--- src/rtl/latch_bank_pkg.sv ---
// Shared definitions for the latch-bank write controller.
//   state_e     : controller FSM state type
//   DEF_DATA_W  : default latch-bank word width
//   DEF_ADDR_W  : default register-select width (bank depth = 2**DEF_ADDR_W)
package latch_bank_pkg;

  localparam int unsigned DEF_DATA_W = 8;
  localparam int unsigned DEF_ADDR_W = 3;

  typedef enum logic [1:0] {
    IDLE   = 2'd0,
    SETUP  = 2'd1,
    STROBE = 2'd2,
    HOLD   = 2'd3
  } state_e;

endpackage

--- src/rtl/rr_arbiter2.sv ---
// Two-requester round-robin arbiter (purely combinational).
//   req     : request bits, bit i = requester i
//   pointer : index of the requester granted most recently
//   grant   : one-hot grant, zero when req is zero
module rr_arbiter2 (
  input  logic [1:0] req,
  input  logic       pointer,
  output logic [1:0] grant
);

  always_comb begin
    grant = 2'b00;
    unique case (req)
      2'b01:   grant = 2'b01;
      2'b10:   grant = 2'b10;
      // Contention: the requester not served last wins.
      2'b11:   grant = pointer ? 2'b01 : 2'b10;
      default: grant = 2'b00;
    endcase
  end

endmodule

--- src/rtl/latch_bank_ctrl.sv ---
// Write controller for a bank of level-sensitive latch words.
// Serves two requesters round-robin; each write runs IDLE -> SETUP -> STROBE -> HOLD so that
// lat_data is stable one cycle before and after the single-cycle enable pulse.
//   clk      : clock, all state changes on the rising edge
//   reset    : asynchronous active-low reset
//   req      : per-requester write request
//   addr0/1  : target word of requester 0/1
//   data0/1  : write data of requester 0/1
//   ack      : one-cycle write-complete pulse to the served requester
//   busy     : high while a write sequence is in progress
//   lat_en   : one-hot level enable, one bit per latch word
//   lat_data : shared data bus to the latch words
module latch_bank_ctrl
  import latch_bank_pkg::*;
#(
  parameter int unsigned DATA_W = DEF_DATA_W,
  parameter int unsigned ADDR_W = DEF_ADDR_W
) (
  input  logic                   clk,
  input  logic                   reset,
  input  logic [1:0]             req,
  input  logic [ADDR_W-1:0]      addr0,
  input  logic [ADDR_W-1:0]      addr1,
  input  logic [DATA_W-1:0]      data0,
  input  logic [DATA_W-1:0]      data1,
  output logic [1:0]             ack,
  output logic                   busy,
  output logic [2**ADDR_W-1:0]   lat_en,
  output logic [DATA_W-1:0]      lat_data
);

  localparam int unsigned DEPTH = 2**ADDR_W;

  state_e            state_q, state_d;
  logic [ADDR_W-1:0] addr_q;
  logic [DATA_W-1:0] data_q;
  // Requester granted most recently: arbiter pointer and target of the HOLD ack.
  logic              last_q;
  logic [1:0]        grant;
  logic              capture;

  // Outputs are registered from the next state so the latch enables are glitch-free.
  logic [DEPTH-1:0]  lat_en_q, lat_en_d;
  logic [1:0]        ack_q, ack_d;
  logic              busy_q, busy_d;

  rr_arbiter2 u_arb (
    .req     (req),
    .pointer (last_q),
    .grant   (grant)
  );

  always_comb begin
    state_d = state_q;
    capture = 1'b0;
    unique case (state_q)
      IDLE: begin
        if (req != 2'b00) begin
          state_d = SETUP;
          capture = 1'b1;
        end
      end
      SETUP:   state_d = STROBE;
      STROBE:  state_d = HOLD;
      HOLD:    state_d = IDLE;
      default: state_d = IDLE;
    endcase

    lat_en_d = '0;
    if (state_d == STROBE) lat_en_d = DEPTH'(1) << addr_q;

    ack_d = 2'b00;
    if (state_d == HOLD) ack_d = last_q ? 2'b10 : 2'b01;

    busy_d = (state_d != IDLE);
  end

  always_ff @(posedge clk or negedge reset) begin
    if (!reset) begin
      state_q  <= IDLE;
      addr_q   <= '0;
      data_q   <= '0;
      last_q   <= 1'b1;  // favours requester 0 on the first contention
      lat_en_q <= '0;
      ack_q    <= 2'b00;
      busy_q   <= 1'b0;
    end else begin
      state_q <= state_d;
      if (capture) begin
        addr_q <= grant[0] ? addr0 : addr1;
        data_q <= grant[0] ? data0 : data1;
        last_q <= grant[1];
      end
      lat_en_q <= lat_en_d;
      ack_q    <= ack_d;
      busy_q   <= busy_d;
    end
  end

  assign lat_en   = lat_en_q;
  assign ack      = ack_q;
  assign busy     = busy_q;
  assign lat_data = data_q;

endmodule

--- config.mk ---
export PLATFORM = sky130hd
export DESIGN_NAME = latch_bank_ctrl
export DESIGN_NICKNAME = d
export VERILOG_FILES = /design/src/rtl/latch_bank_pkg.sv /design/src/rtl/rr_arbiter2.sv /design/src/rtl/latch_bank_ctrl.sv
export SDC_FILE = /design/constraint.sdc
export NUM_CORES = 1
export LEC_CHECK = 0
export CAP_MARGIN = 5
export CORE_UTILIZATION = 36
export CTS_BUF_LIST = sky130_fd_sc_hd__clkbuf_4 sky130_fd_sc_hd__clkbuf_8 sky130_fd_sc_hd__clkbuf_16
export DETAILED_ROUTE_END_ITERATION = 8
export HOLD_SLACK_MARGIN = 0.06
export PLACE_DENSITY = 0.78
export SLEW_MARGIN = 20
export SYNTH_ARGS = -nofsm -noshare
export SYNTH_HDL_FRONTEND = slang
export SYNTH_SLANG_ARGS = --single-unit
--- constraint.sdc ---
create_clock -name clk -period 1.25 [get_ports clk]
set_clock_uncertainty 0.05 [all_clocks]
set_input_delay 0.25 -clock clk [delete_from_list [all_inputs] [get_ports clk]]
set_output_delay 0.25 -clock clk [all_outputs]
set_load 0.005 [all_outputs]
==> run_results.csv <==
group,metric,value,unit
run_status,status,"finished, violations left",
global_routing,gr-usage-met2,30.44,%
yosys,synthTopCellsByArea,"dfrtp_1 55%, a31oi_1 6.9%, nor2_1 6.2%",
power,p_leak,0.0007788,uW
placed_design,place_area,1637,sq um
die,start_util,38.58,%
die,pin_count,45,
setup_path,path_delay_family,"flip-flops",
yosys,yosysTopAreaCell,"dfrtp_1",
sta,max_slew_margin,76.43,%
clock_network,cts.path.max_buffers,2,
sta,setup_viol,1,
sta,setup_ws,-13.58,ps
global_routing,busiest_layer,"met2",
routing,route.detailed.drc,4,
routing,vias_per_cell,5.274,
yosys,synth_cells,107,
power,vdd_drop_max,1315,uV
setup_path,path_class,"register to register",
setup_path,arrival,1410,ps
global_routing,grt_pass1_wl,4450,um
global_routing,grt_pass1_vias,981,
sta,finalMaxSlewViolations,0,
die,fp.coreArea,2805,sq um
final_layout,drive_above_1_share,25.30,%
yosys,ys_ff_latch,25,
run_status,failed_checks,"DRC, setup timing",
yosys,yosys.area.top_type_share,55.49,%
yosys,synth_seq_area_share,57.92,%
global_routing,use_met1,24.15,%
routing,via_count,1039,
clock_network,clk_latency,310,ps
hold_path,hold_path_class,"primary input to async pin",
global_routing,met3_usage,2.074,%
yosys,syn_avg_cell_area,10.11,sq um
setup_path,path_cells,"inv_1, buf_4, ha_4, nor2_4, a21oi_2, or2_1",
sta,final.min_clock_period,1264,ps
sta,tightest_slew,352.9,ps
final_layout,fin_util,62.80,%
final_layout,syn_to_final_growth,62.77,%
placed_design,port-buffer-count,44,
sta,max_clock_freq,791.4,MHz
yosys,syn-num-nets,138,
setup_path,required,1400,ps
setup_path,path_max_fanout,2,
clock_network,cts_sinks,25,
setup_path,critPathCaptureType,"register",
final_layout,final_area,1762,sq um
routing,drt_iter0_drc,43,
sta,fin_setup_tns,-13.58,ps
global_routing,antenna_found_initial,0,
setup_path,max_stage_delay,370,ps
flow_run,drv_cap,0,
die,die_x,56.83,um
setup_path,crit_slowest_cell,"dfrtp_1",
sta,rsz0062_at_grt,"yes",
final_layout,num_antenna_cells,0,
routing,wire_per_inst,14.96,um
yosys,synth_cell_type_count,20,
final_layout,fin_nets,198,
setup_path,worst-path-buf-inv,2,
clock_network,cts_buffers,3,
clock_network,tritoncts,"done",
setup_path,startpoint_type,"register",
power,powerDensity,1983,nW/um^2
global_routing,grt_max_degree,26,
die,die_height,56.83,um
yosys,yosysWarningCount,0,
clock_network,htree_levels,1,
global_routing,grt_usage,18.24,%
routing,firstDrtPassIters,6,
placed_design,globalplace.congestion,0.8091,
routing,drt-total-wl,2948,um
die,row_count,19,
die,die_area,3230,sq um
yosys,synth_area,1082,sq um
clock_network,cts-root-buf,"clkbuf_4",
sta,final.period_utilization,101.1,%
placed_design,dp_hpwl,1971,um
routing,ant_nets,0,
sta,holdWs,213.8,ps
sta,hold_viol_final,0,
global_routing,grt-ovfl-total,0,
clock_network,cts.clk_slew.worst_paths,140,ps
-- routing by layer --
layer,vias up,part of all wire (%),routed length (um)
met2,37,54,1600
met1,509,39,1152
met5,-,0,0
met3,2,5.8,171
li1,491,-,-
met4,0,0.81,24
-- report_power, final --
group	internal (uW)	total [uW]	switching (uW)
logic	957	1790	837
registers	1130	1330	196
clock network	146	372	226
-- flip-flops by register name (all words and copies together) (netlist names) --
name and cells:
lat_en 8, state_q 2, last_q 1, ack 2
addr_q 3, busy 1, lat_data 8
-- cell families after synthesis --
group / share of synthesized area [%]
buffers and inverters: 4.508
AND/OR/NAND/NOR: 18.03
flip-flops: 57.92
AO/OA/AOI/OAI: 13.76
adder cells (fa/ha/maj): 5.780
-- cell type report --
| cell class | instances | area, sq um |
|---|---|---|
| fill | 236 | 1044 |
| sequential | 25 | 626.9 |
| timing repair buffer | 59 | 554.3 |
| multi-input combinational | 75 | 500.5 |
| tap | 31 | 38.79 |
| clock buffer | 4 | 30.03 |
| inverter | 3 | 11.26 |
-- worst paths after layout --
kind	start	end	slack, ps	cells past startpoint
worst max-delay path	state_q[1]$_DFF_PN0_	busy$_DFF_PN0_	-10	6
worst min-delay path	reset	lat_data[4]$_DFFE_PN0P_	210	2
worst max register to register	state_q[1]$_DFF_PN0_	busy$_DFF_PN0_	-10	6
worst min register to register	addr_q[1]$_DFFE_PN0P_	addr_q[1]$_DFFE_PN0P_	530	2
max in group asynchronous	reset	last_q$_DFFE_PN1P_	690	2
min in group clk	req[0]	last_q$_DFFE_PN1P_	310	2
-- synth_stat cells (all sizes together) --
cell,number
and2,1
nand2b,4
nor3,3
ha,5
dfrtp,24
nand2,2
a31oi,12
a21oi,2
nor2,18
or2,1
inv,3
o21a,1
o21ai,11
dfstp,1
nand3,11
nor2b,2
buf,6
-- cells in the final DEF (no fill, tap or decap), types with 2 or more instances in the layout --
| cell | synthesis | final |
|---|---|---|
| nand2b_1 | 4 | 4 |
| dlymetal6s2s_1 | 0 | 2 |
| nand2_1 | 2 | 2 |
| clkbuf_4 | 0 | 4 |
| nor3_2 | 0 | 3 |
| nor2_1 | 18 | 17 |
| buf_4 | 3 | 11 |
| clkdlybuf4s15_1 | 0 | 10 |
| dfrtp_1 | 24 | 24 |
| o21a_4 | 0 | 2 |
| nor2b_1 | 2 | 2 |
| clkbuf_2 | 0 | 9 |
| clkdlybuf4s50_1 | 0 | 23 |
| a31oi_1 | 12 | 12 |
| o21ai_1 | 10 | 10 |
| ha_1 | 5 | 2 |
| ha_4 | 0 | 3 |
| buf_12 | 0 | 3 |
| inv_2 | 1 | 2 |
| nand3_1 | 11 | 11 |
-- what timing repair did --
item,4_1_cts,5_1_grt
setup buffers,3,2
gates resized for setup,43,21
gates cloned,1,1
hold buffers,0,0
setup endpoints to repair,31,25
pin swaps,1,2
-- metrics by stage --
step	setup slack, ps	cells	power [uW]
after global placement	-247.5	186	2791
after detailed placement	-328.1	186	2868
final	-13.58	197	3493
after global routing	-59.99	197	3741
after CTS	-57.39	194	3352
after floorplan	27.35	107	2035
(Power assumes the default switching activity.)
